==> src/rtl/usb_tx_gen_if.sv <==
// Bus between the USB transmitter and its surroundings: the request and FIFO
// side (driven by the endpoint logic) and the pad/status side (driven by the
// transmitter).
interface usb_tx_gen_if #(
    parameter int SIZE_W = 7
);
    logic [2:0]        tx_packet;
    logic [SIZE_W-1:0] tx_packet_size;
    logic [7:0]        tx_packet_data;
    logic              get_tx_packet_data;
    logic              dplus_out;
    logic              dminus_out;
    logic              tx_busy;
    logic              tx_done;

    // Endpoint side: issues requests and supplies payload bytes
    modport master (
        output tx_packet, tx_packet_size, tx_packet_data,
        input  get_tx_packet_data, dplus_out, dminus_out, tx_busy, tx_done
    );

    // Transmitter side
    modport slave (
        input  tx_packet, tx_packet_size, tx_packet_data,
        output get_tx_packet_data, dplus_out, dminus_out, tx_busy, tx_done
    );
endinterface

==> src/rtl/usb_tx_gen.sv <==
// USB full-speed bulk-endpoint transmitter. Sends SYNC, PID, optional payload
// and CRC16, then EOP, NRZI-encoded with bit stuffing. The bit rate comes from
// a fractional phase accumulator (DIV_NUM/DIV_DEN clk cycles per bit).
module usb_tx_gen #(
    parameter int MAX_PKT_BYTES = 64,
    parameter int SIZE_W        = 7,
    parameter int DIV_NUM       = 25,
    parameter int DIV_DEN       = 3
) (
    input logic         clk,
    input logic         rst,
    usb_tx_gen_if.slave bus
);
    localparam int                ACC_W     = $clog2(DIV_NUM + DIV_DEN + 1);
    localparam logic [7:0]        SYNC_BYTE = 8'h80;
    localparam logic [SIZE_W-1:0] MAX_SIZE  = SIZE_W'(MAX_PKT_BYTES);

    typedef enum logic [2:0] {
        S_IDLE, S_SYNC, S_PID, S_DATA, S_CRC, S_EOP_SE0, S_EOP_J
    } state_t;

    // idx_q / state_q describe the bit currently on the line
    state_t            state_q;
    logic [3:0]        idx_q;
    logic [ACC_W-1:0]  acc_q;
    logic [2:0]        ones_q;
    logic [15:0]       crc_q;
    logic [7:0]        hold_q;
    logic [7:0]        pid_q;
    logic              is_data_q;
    logic [SIZE_W-1:0] left_q;     // payload bytes still to send, incl. current
    logic              line_q;     // NRZI level (1 = J)
    logic              dp_q, dm_q, get_q, busy_q, done_q, start_q;

    logic              req_valid_d, req_is_data_d;
    logic [7:0]        req_pid_d;
    logic [SIZE_W-1:0] size_clamp_d;
    logic [ACC_W-1:0]  acc_sum_d;
    logic              tick_d, advance_d, stuff_d;
    state_t            nstate_d;
    logic [3:0]        nidx_d;
    logic              bit_d, line_d, get_d, fb_d;
    logic [15:0]       crc_upd_d;

    // Decode the request code and clamp the requested payload size
    always_comb begin
        req_valid_d   = 1'b1;
        req_is_data_d = 1'b0;
        req_pid_d     = 8'h00;
        case (bus.tx_packet)
            3'd1:    begin req_pid_d = 8'hC3; req_is_data_d = 1'b1; end
            3'd2:    begin req_pid_d = 8'h4B; req_is_data_d = 1'b1; end
            3'd3:    req_pid_d = 8'hD2;
            3'd4:    req_pid_d = 8'h5A;
            3'd5:    req_pid_d = 8'h1E;
            default: req_valid_d = 1'b0;
        endcase
        size_clamp_d = (bus.tx_packet_size > MAX_SIZE) ? MAX_SIZE : bus.tx_packet_size;
    end

    // Bit strobe and stuffing decision; start_q launches the very first bit
    always_comb begin
        acc_sum_d = acc_q + ACC_W'(DIV_DEN);
        tick_d    = busy_q && (acc_sum_d >= ACC_W'(DIV_NUM));
        advance_d = start_q || tick_d;
        stuff_d   = advance_d && (ones_q == 3'd6) &&
                    (state_q == S_SYNC || state_q == S_PID ||
                     state_q == S_DATA || state_q == S_CRC);
    end

    // Next bit position, its logical value, FIFO pop request and CRC update
    always_comb begin
        nstate_d = state_q;
        nidx_d   = idx_q;
        if (!start_q) begin
            nidx_d = idx_q + 4'd1;
            case (state_q)
                S_SYNC: if (idx_q == 4'd7) begin nstate_d = S_PID; nidx_d = '0; end
                S_PID: if (idx_q == 4'd7) begin
                    nidx_d = '0;
                    if (left_q != '0)   nstate_d = S_DATA;
                    else if (is_data_q) nstate_d = S_CRC;
                    else                nstate_d = S_EOP_SE0;
                end
                S_DATA: if (idx_q == 4'd7) begin
                    nidx_d   = '0;
                    nstate_d = (left_q > SIZE_W'(1)) ? S_DATA : S_CRC;
                end
                S_CRC: if (idx_q == 4'd15) begin nstate_d = S_EOP_SE0; nidx_d = '0; end
                S_EOP_SE0: if (idx_q == 4'd1) begin nstate_d = S_EOP_J; nidx_d = '0; end
                default: begin nstate_d = S_IDLE; nidx_d = '0; end
            endcase
        end
        case (nstate_d)
            S_SYNC:  bit_d = SYNC_BYTE[nidx_d[2:0]];
            S_PID:   bit_d = pid_q[nidx_d[2:0]];
            S_DATA:  bit_d = hold_q[nidx_d[2:0]];
            S_CRC:   bit_d = ~crc_q[nidx_d];
            default: bit_d = 1'b1;
        endcase
        line_d    = bit_d ? line_q : ~line_q;
        // Pop the next byte during the last bit of the PID or of the current byte
        get_d     = (nstate_d == S_PID  && nidx_d == 4'd7 && left_q != '0) ||
                    (nstate_d == S_DATA && nidx_d == 4'd7 && left_q > SIZE_W'(1));
        fb_d      = crc_q[0] ^ bit_d;
        crc_upd_d = {1'b0, crc_q[15:1]} ^ (fb_d ? 16'hA001 : 16'h0000);
    end

    // Packet FSM with registered line, strobe and status outputs
    always_ff @(posedge clk or posedge rst) begin
        if (rst) begin
            state_q <= S_IDLE;  idx_q <= '0;  acc_q <= '0;  ones_q <= '0;
            crc_q <= 16'hFFFF;  hold_q <= '0; pid_q <= '0;  is_data_q <= 1'b0;
            left_q <= '0;       line_q <= 1'b1;
            dp_q <= 1'b1;       dm_q <= 1'b0; get_q <= 1'b0;
            busy_q <= 1'b0;     done_q <= 1'b0; start_q <= 1'b0;
        end else begin
            get_q   <= 1'b0;
            done_q  <= 1'b0;
            start_q <= 1'b0;
            if (get_q) hold_q <= bus.tx_packet_data;
            if (state_q == S_IDLE) begin
                if (req_valid_d) begin
                    pid_q     <= req_pid_d;
                    is_data_q <= req_is_data_d;
                    left_q    <= req_is_data_d ? size_clamp_d : '0;
                    acc_q     <= '0;
                    idx_q     <= '0;
                    state_q   <= S_SYNC;
                    busy_q    <= 1'b1;
                    start_q   <= 1'b1;
                end
            end else begin
                acc_q <= tick_d ? (acc_sum_d - ACC_W'(DIV_NUM)) : acc_sum_d;
                if (stuff_d) begin
                    // Stuffed 0: toggle the line, hold position and CRC
                    line_q <= ~line_q;
                    dp_q   <= ~line_q;
                    dm_q   <= line_q;
                    ones_q <= '0;
                end else if (advance_d) begin
                    state_q <= nstate_d;
                    idx_q   <= nidx_d;
                    get_q   <= get_d;
                    if (!start_q && state_q == S_DATA && idx_q == 4'd7)
                        left_q <= left_q - SIZE_W'(1);
                    case (nstate_d)
                        S_SYNC, S_PID, S_DATA, S_CRC: begin
                            line_q <= line_d;
                            dp_q   <= line_d;
                            dm_q   <= ~line_d;
                            ones_q <= bit_d ? (ones_q + 3'd1) : 3'd0;
                            if (nstate_d == S_DATA) crc_q <= crc_upd_d;
                        end
                        S_EOP_SE0: begin
                            dp_q   <= 1'b0;
                            dm_q   <= 1'b0;
                            ones_q <= '0;
                        end
                        S_EOP_J: begin
                            line_q <= 1'b1;
                            dp_q   <= 1'b1;
                            dm_q   <= 1'b0;
                        end
                        default: begin
                            busy_q <= 1'b0;
                            done_q <= 1'b1;
                            crc_q  <= 16'hFFFF;
                            ones_q <= '0;
                            acc_q  <= '0;
                            line_q <= 1'b1;
                        end
                    endcase
                end
            end
        end
    end

    assign bus.dplus_out          = dp_q;
    assign bus.dminus_out         = dm_q;
    assign bus.get_tx_packet_data = get_q;
    assign bus.tx_busy            = busy_q;
    assign bus.tx_done            = done_q;
endmodule
==> src/flat_wrapper.sv <==
// flat-port wrapper written by rule: the top's interface ports become plain ports
module usb_tx_gen_flat 
#(
    parameter int MAX_PKT_BYTES = 64,
    parameter int SIZE_W        = 7,
    parameter int DIV_NUM       = 25,
    parameter int DIV_DEN       = 3
)
  (clk, rst, bus_tx_packet, bus_tx_packet_size, bus_tx_packet_data, bus_get_tx_packet_data, bus_dplus_out, bus_dminus_out, bus_tx_busy, bus_tx_done);
  usb_tx_gen_if #(.SIZE_W(SIZE_W)) bus_i ();
  input logic clk;
  input logic rst;
  input wire logic [$bits(bus_i.tx_packet)-1:0] bus_tx_packet;
  input wire logic [$bits(bus_i.tx_packet_size)-1:0] bus_tx_packet_size;
  input wire logic [$bits(bus_i.tx_packet_data)-1:0] bus_tx_packet_data;
  output wire logic [$bits(bus_i.get_tx_packet_data)-1:0] bus_get_tx_packet_data;
  output wire logic [$bits(bus_i.dplus_out)-1:0] bus_dplus_out;
  output wire logic [$bits(bus_i.dminus_out)-1:0] bus_dminus_out;
  output wire logic [$bits(bus_i.tx_busy)-1:0] bus_tx_busy;
  output wire logic [$bits(bus_i.tx_done)-1:0] bus_tx_done;
  assign bus_i.tx_packet = bus_tx_packet;
  assign bus_i.tx_packet_size = bus_tx_packet_size;
  assign bus_i.tx_packet_data = bus_tx_packet_data;
  assign bus_get_tx_packet_data = bus_i.get_tx_packet_data;
  assign bus_dplus_out = bus_i.dplus_out;
  assign bus_dminus_out = bus_i.dminus_out;
  assign bus_tx_busy = bus_i.tx_busy;
  assign bus_tx_done = bus_i.tx_done;
  usb_tx_gen #(.MAX_PKT_BYTES(MAX_PKT_BYTES), .SIZE_W(SIZE_W), .DIV_NUM(DIV_NUM), .DIV_DEN(DIV_DEN)) u_core (.clk(clk), .rst(rst), .bus(bus_i));
endmodule
==> config.mk <==
export PLATFORM = sky130hd
export DESIGN_NAME = usb_tx_gen_flat
export DESIGN_NICKNAME = d
export VERILOG_FILES = /design/src/rtl/usb_tx_gen_if.sv /design/src/rtl/usb_tx_gen.sv /design/src/flat_wrapper.sv
export SDC_FILE = /design/constraint.sdc
export NUM_CORES = 1
export LEC_CHECK = 0
export CAP_MARGIN = 5
export CORE_MARGIN = 2
export CORE_UTILIZATION = 35
export CTS_BUF_LIST = sky130_fd_sc_hd__clkbuf_4
export DETAILED_ROUTE_END_ITERATION = 10
export SETUP_SLACK_MARGIN = 0.2
export SYNTH_ARGS = -nofsm -noshare
export SYNTH_HDL_FRONTEND = slang
export SYNTH_SLANG_ARGS = --single-unit
==> constraint.sdc <==
create_clock -name clk -period 9.7 [get_ports clk]
set_input_delay 0.97 -clock clk [delete_from_list [all_inputs] [get_ports clk]]
set_output_delay 0.97 -clock clk [all_outputs]
set_load 0.02 [all_outputs]
# --- Yosys cells after proc, flatten, opt, wreduce, memory -nomap -nowiden ---
# Memories as Yosys holds them, arrays and structs flattened.
# Cells that the tools add are included.
# Widths: inputs -> output; s select.
word_totals:
  register_bits: 62
  rom_bits: 8
  in_bits: 20
  output_inout_bits: 5
  elab_cells: 177
  n_memories: 1
op_classes:
  n_addsub: 5
  n_lt_le_gt_ge: 5
  eq_ne: 27
  mux: 78
  bitwise: 8
  n_reduce_logical: 37
memory_table:
  columns: ["name", "depth", "width", "read_ports", "rd_ports_with_merged_regs", "write_ports", "line_no", "source"]
  rows:
  - ["(name not given)", 8, 1, 1, 0, 0, "usb_tx_gen.sv:95", "S_SYNC: bit_d = SYNC_BYTE[nidx_d[2:0]];"]
op_table:
  columns: ["cell", "count"]
  rows:
  - ["$mux 7", 7]
  - ["$mux 3", 15]
  - ["$pmux 8 s5", 1]
  - ["$mux 16", 2]
  - ["$mux 4", 8]
  - ["$pmux 16 s2", 1]
  - ["$mux 5", 6]
  - ["$mux 1", 28]
  - ["$eq 3x3->1 const B", 8]
  - ["$eq 3x2->1 const B", 6]
  - ["$xor 15x16->16", 1]
  - ["$pmux 3 s5", 1]
  - ["$reduce_and 3->1", 5]
  - ["$pmux 4 s3", 1]
  - ["$ne 2x1->1 const B", 5]
  - ["$eq 3x1->1 const B", 3]
  - ["$logic_and 1x1->1", 9]
  - ["$eq 4x3->1 const B", 2]
  - ["$reduce_and 4->1", 2]
  - ["$gt 7x1->1 const B", 1]
  - ["$gt 7x7->1 const B", 1]
  - ["$reduce_bool 7->1", 1]
  - ["$sub 7x1->7 const B", 1]
  - ["$bmux 1 s3", 2]
  - ["30 further kinds", 43]

# --- Logic depth before layout (Yosys ltp) ---
depth:
  depth_word: 13
  depth_mapped: 13
  mapped_depth_nobuf: 12

# --- Worst setup path after synthesis ---
# No wires, ideal clock.
synth_path:
  kind: "register to register"
  start: "register u_core.state_q[1]"
  end: "register u_core.dm_q, in the netlist u_core.bus.dminus_out"
  setup_ns: 0.125
  arrival_time_ns: 3.318
  path_slack_ns: 6.257
  stages_incl_launch_ff: 13
  period_less_slack_ns: 3.443
  cell_sequence: "dfrtp_1 inv_1 ha_1 or4_1 a311o_1 and4_4 buf_6 a2111oi_4 o211ai_2 o31ai_4 o22a_4 mux2_4 mux2_4"
synth_via:
  elab_chain_cells: 13
synth_lines:
  columns: ["element", "line_no", "source"]
  rows:
  - ["from (decl)", "usb_tx_gen.sv:23", "state_t state_q;"]
  - ["from (signal assigned)", "usb_tx_gen.sv:142", "state_q <= nstate_d;"]
  - ["$eq 3x2->1, or another cell as far along", "usb_tx_gen.sv:68, usb_tx_gen.sv:77", null]
  - ["$reduce_or 3->1 (no source line)", null, null]
  - ["$pmux 4 s3", "usb_tx_gen.sv:77", "case (state_q)"]
  - ["$mux 4", "usb_tx_gen.sv:75", "if (!start_q) begin"]
  - ["$bmux 1 s4", "usb_tx_gen.sv:98", "S_CRC: bit_d = ~crc_q[nidx_d];"]
  - ["$mux 1 (not written as such)", "usb_tx_gen.sv:98", null]
  - ["$not 1->1", "usb_tx_gen.sv:98", null]
  - ["$pmux 1 s4", "usb_tx_gen.sv:94", "case (nstate_d)"]
  - ["$mux 1", "usb_tx_gen.sv:101", "line_d = bit_d ? line_q : ~line_q;"]
  - ["$not 1->1", "usb_tx_gen.sv:151", "dm_q <= ~line_d;"]
  - ["$pmux 1 s2", "usb_tx_gen.sv:147", "case (nstate_d)"]
  - ["$mux 1", "usb_tx_gen.sv:141", "end else if (advance_d) begin"]
  - ["$mux 1", "usb_tx_gen.sv:135", "if (stuff_d) begin"]
  - ["to (signal assigned)", "usb_tx_gen.sv:139", "dm_q <= line_q;"]
  - ["to (signal assigned)", "usb_tx_gen.sv:151", null]
  - ["to (decl)", "usb_tx_gen.sv:33", "logic dp_q, dm_q, get_q, busy_q, done_q, start_q;"]
# Several ways; a longest one is shown, not always the timed one. The select of a mux whose other input is x is not followed.
# A chain may end at the register's enable or synchronous reset.

# --- Worst setup path in the final report ---
layout_path:
  start: "register u_core.state_q[2]"
  end: "register u_core.dm_q, in the netlist u_core.bus.dminus_out"
# The elaborated chain is that of the path after synthesis.

==> metrics.cfg <==
[status]
status = complete, no violations

[clock_tree]
cts_tree = done
path_clk_slew_ps = 120
cts_setup_buffers = 0
cts.sinks = 61
cts_resized = 0
clock-root-buffer = clkbuf_4
htreeDepth = 3
clk_latency_ps = 420
cts_buffers = 9
cts_hold_buf = 0
clk_path_buf_depth = 2

[power]
seqPwrFrac_pct = 52.7
p_leak_nw = 1.83
intPower_mw = 0.369
comb_power_share_pct = 3.8
p_sw_mw = 0.114
power_per_cell_area_nw_per_um2 = 107
netSwitchingFraction_pct = 23.7
pwr-share-clk_pct = 43.5
ir_drop_v = 0.000101

[detailed_routing]
dr.first_iter.drc_count = 248
drcViolationCount = 0
firstDrtPassIters = 4
wl_per_cell_um = 15.6
final_antenna_net_count = 0
wirelength_mm = 9.14
vias_per_cell = 5.49
vias = 3204

[die]
chipWidth_um = 111
die_area_um2 = 12300
io_pins = 25
initial_utilization_pct = 35.5
fp.coreArea_um2 = 11300
rows = 39
fp.dieH_um = 111

[worst_setup_path]
crit_path_start_kind = flop
ff2ff_setup_slack_ps = 5730
cp-endpoint = u_core.bus.dminus_out
timing.rr.end = u_core.bus.dminus_out
reg2reg_depth = 11
critPathRequiredTime_ps = 10010
worstReg2RegStart = u_core.state_q[2]
worstPathMaxFanout = 14
cp.arrival_ps = 4280
crit_start = u_core.state_q[2]
worst_setup_path_end_kind = flop
crit_type = reg2reg

[sta]
min_period_ps = 3970
post-route-period-util_pct = 40.9
maxSlewViolCount = 0
setup_tns_ps = 0
holdWs_ps = 494
finalHoldViolCount = 0
slew_headroom_pct = 27.3
rsz0062_at_grt = no
finalClockSkew_ps = 20.6
max_freq_mhz = 252
setup_viol = 0
tightestPinTransition_ps = 1090

[grt]
grt_util_all_layers_pct = 15.2
antenna_found_initial = 1
grt_max_degree = 62
grt_pass1_wl_mm = 15.3
overflow = 0
grt_pass1_vias = 3114

[synth]
async_flop_share_pct = 100
yosysWarnings = 0
ys_seq_elements = 61
ys_types = 83
yosysMostFrequentCell = dfrtp_1
synth.yosys.seq_area_share_pct = 38.7
synthTopCellsByArea = dfrtp_1 (27%), dfstp_2 (12%), ha_1 (5.0%)
synth_top_area_cell = dfrtp_1
synth_fp_nets = 452
synth_top_flop_cell = dfrtp_1
synthCells = 416
syn_avg_cell_area_um2 = 9.63
syn-cell-area_um2 = 4010
yosys-top-cells-count = dfrtp_1 (43), nand2_1 (35), nor2_1 (35)
synth_edf_count = 0
synth_top_area_share_pct = 26.9

[place]
place.port_buffers = 24
dp_hpwl_mm = 6.58
place_congestion = 0.866

[hold_path]
hold_class = reg2reg

[finish]
final_util_pct = 40.0
nets = 471
drive_gt1_share_pct = 16.6
area_delta_synth_final_pct = 12.6

[flow_run]
max_cap_viol_count = 0

## per-stage QoR
step	cell area (um^2)	std cells	worst slack (ps)	power (mW)
final	4510	584	5730	0.483
after global routing	4510	584	5510	0.506
after CTS	4510	583	5720	0.491
after detailed placement	4340	567	5750	0.278
after global placement	4340	567	5900	0.278
after floorplan	4010	416	6260	0.266
## critical path, stage by stage, from the launching register on
cell and delay [ps]:
dfrtp_1 580, inv_1 140, ha_1 270, o311ai_1 340, o41a_1 660, inv_1 190, o221a_1 290, a2111o_1 400
a31oi_2 260, o22a_4 200, mux2_4 300, mux2_4 250
## layout make-up
cell class | count | area, um^2
Fill cell | 1111 | 6760
Sequential cell | 61 | 1550
Clock buffer | 9 | 67.6
Multi-Input combinational cell | 314 | 2270
Tap cell | 143 | 179
Inverter | 23 | 86.3
Antenna cell | 1 | 2.50
Timing Repair Buffer | 26 | 255
Clock inverter | 7 | 98.8
## power by group through the flow
stage / Sequential, mW / Clock [mW] / Combinational, mW
CTS: 0.255 / 0.218 / 0.0188
finish: 0.255 / 0.210 / 0.0183
floorplan: 0.259 / 0 / 0.00721
detailed placement: 0.259 / 0 / 0.0187
global route: 0.255 / 0.231 / 0.0210
global placement: 0.259 / 0 / 0.0186
## cell usage in the layout, fill, tap and decap left out, types with 4 or more instances in the layout
cell type,count
nand2b_1,4
ha_1,16
or3_1,4
dfstp_2,18
o21ai_0,29
xnor2_1,5
nor2_1,35
nor2b_1,6
mux2i_1,12
inv_1,22
a22o_1,4
clkbuf_4,9
a211oi_1,5
o22ai_1,4
nor3_1,9
nand3_1,13
o22a_1,15
a21oi_1,18
mux2_2,9
o31ai_1,5
nand2_1,35
dfrtp_1,43
clkdlybuf4s50_1,24
## metal layers
| metal | vias up | wire [um] | GRT usage, % |
|---|---|---|---|
| li1 | 1582 | - | - |
| met1 | 1556 | 4400 | 21.2 |
| met2 | 58 | 4310 | 24.0 |
| met3 | 8 | 319 | 2.57 |
| met4 | 0 | 114 | 5.08 |
| met5 | - | 0 | 0 |
## registers in the layout (all words and copies together), names as in the netlist
register,cells
u_core.state_q,3
u_core.bus.dplus_out,1
u_core.pid_q,7
u_core.bus.dminus_out,1
u_core.bus.tx_done,1
u_core.hold_q,8
u_core.ones_q,3
u_core.start_q,1
u_core.idx_q,4
u_core.is_data_q,1
u_core.line_q,1
u_core.acc_q,5
u_core.bus.get_tx_packet_data,1
u_core.bus.tx_busy,1
u_core.left_q,7
u_core.crc_q,16
## kinds of logic after synthesis
kind of cell	after synthesis	share of synthesized area, %
and+or+nand+nor	135	17.6
AOI/OAI and AO/OA	129	24.8
DFF	61	38.7
buffers and inverters	41	4.59
muxes	24	6.84
adders and majority gates	17	5.25
xor gates and xnor gates	9	2.31
## worst min-delay path by stage
stage | start | endpoint | slack (ps) | cells past startpoint
floorplan | u_core.pid_q[1] | u_core.pid_q[1] | 440 | 1
global placement | u_core.pid_q[3] | u_core.pid_q[3] | 470 | 2
detailed placement | u_core.pid_q[1] | u_core.pid_q[1] | 470 | 1
CTS | u_core.pid_q[3] | u_core.pid_q[3] | 500 | 2
global route | u_core.pid_q[1] | u_core.pid_q[1] | 520 | 1
finish | u_core.pid_q[3] | u_core.pid_q[3] | 490 | 2
(Power assumes the default switching activity.)
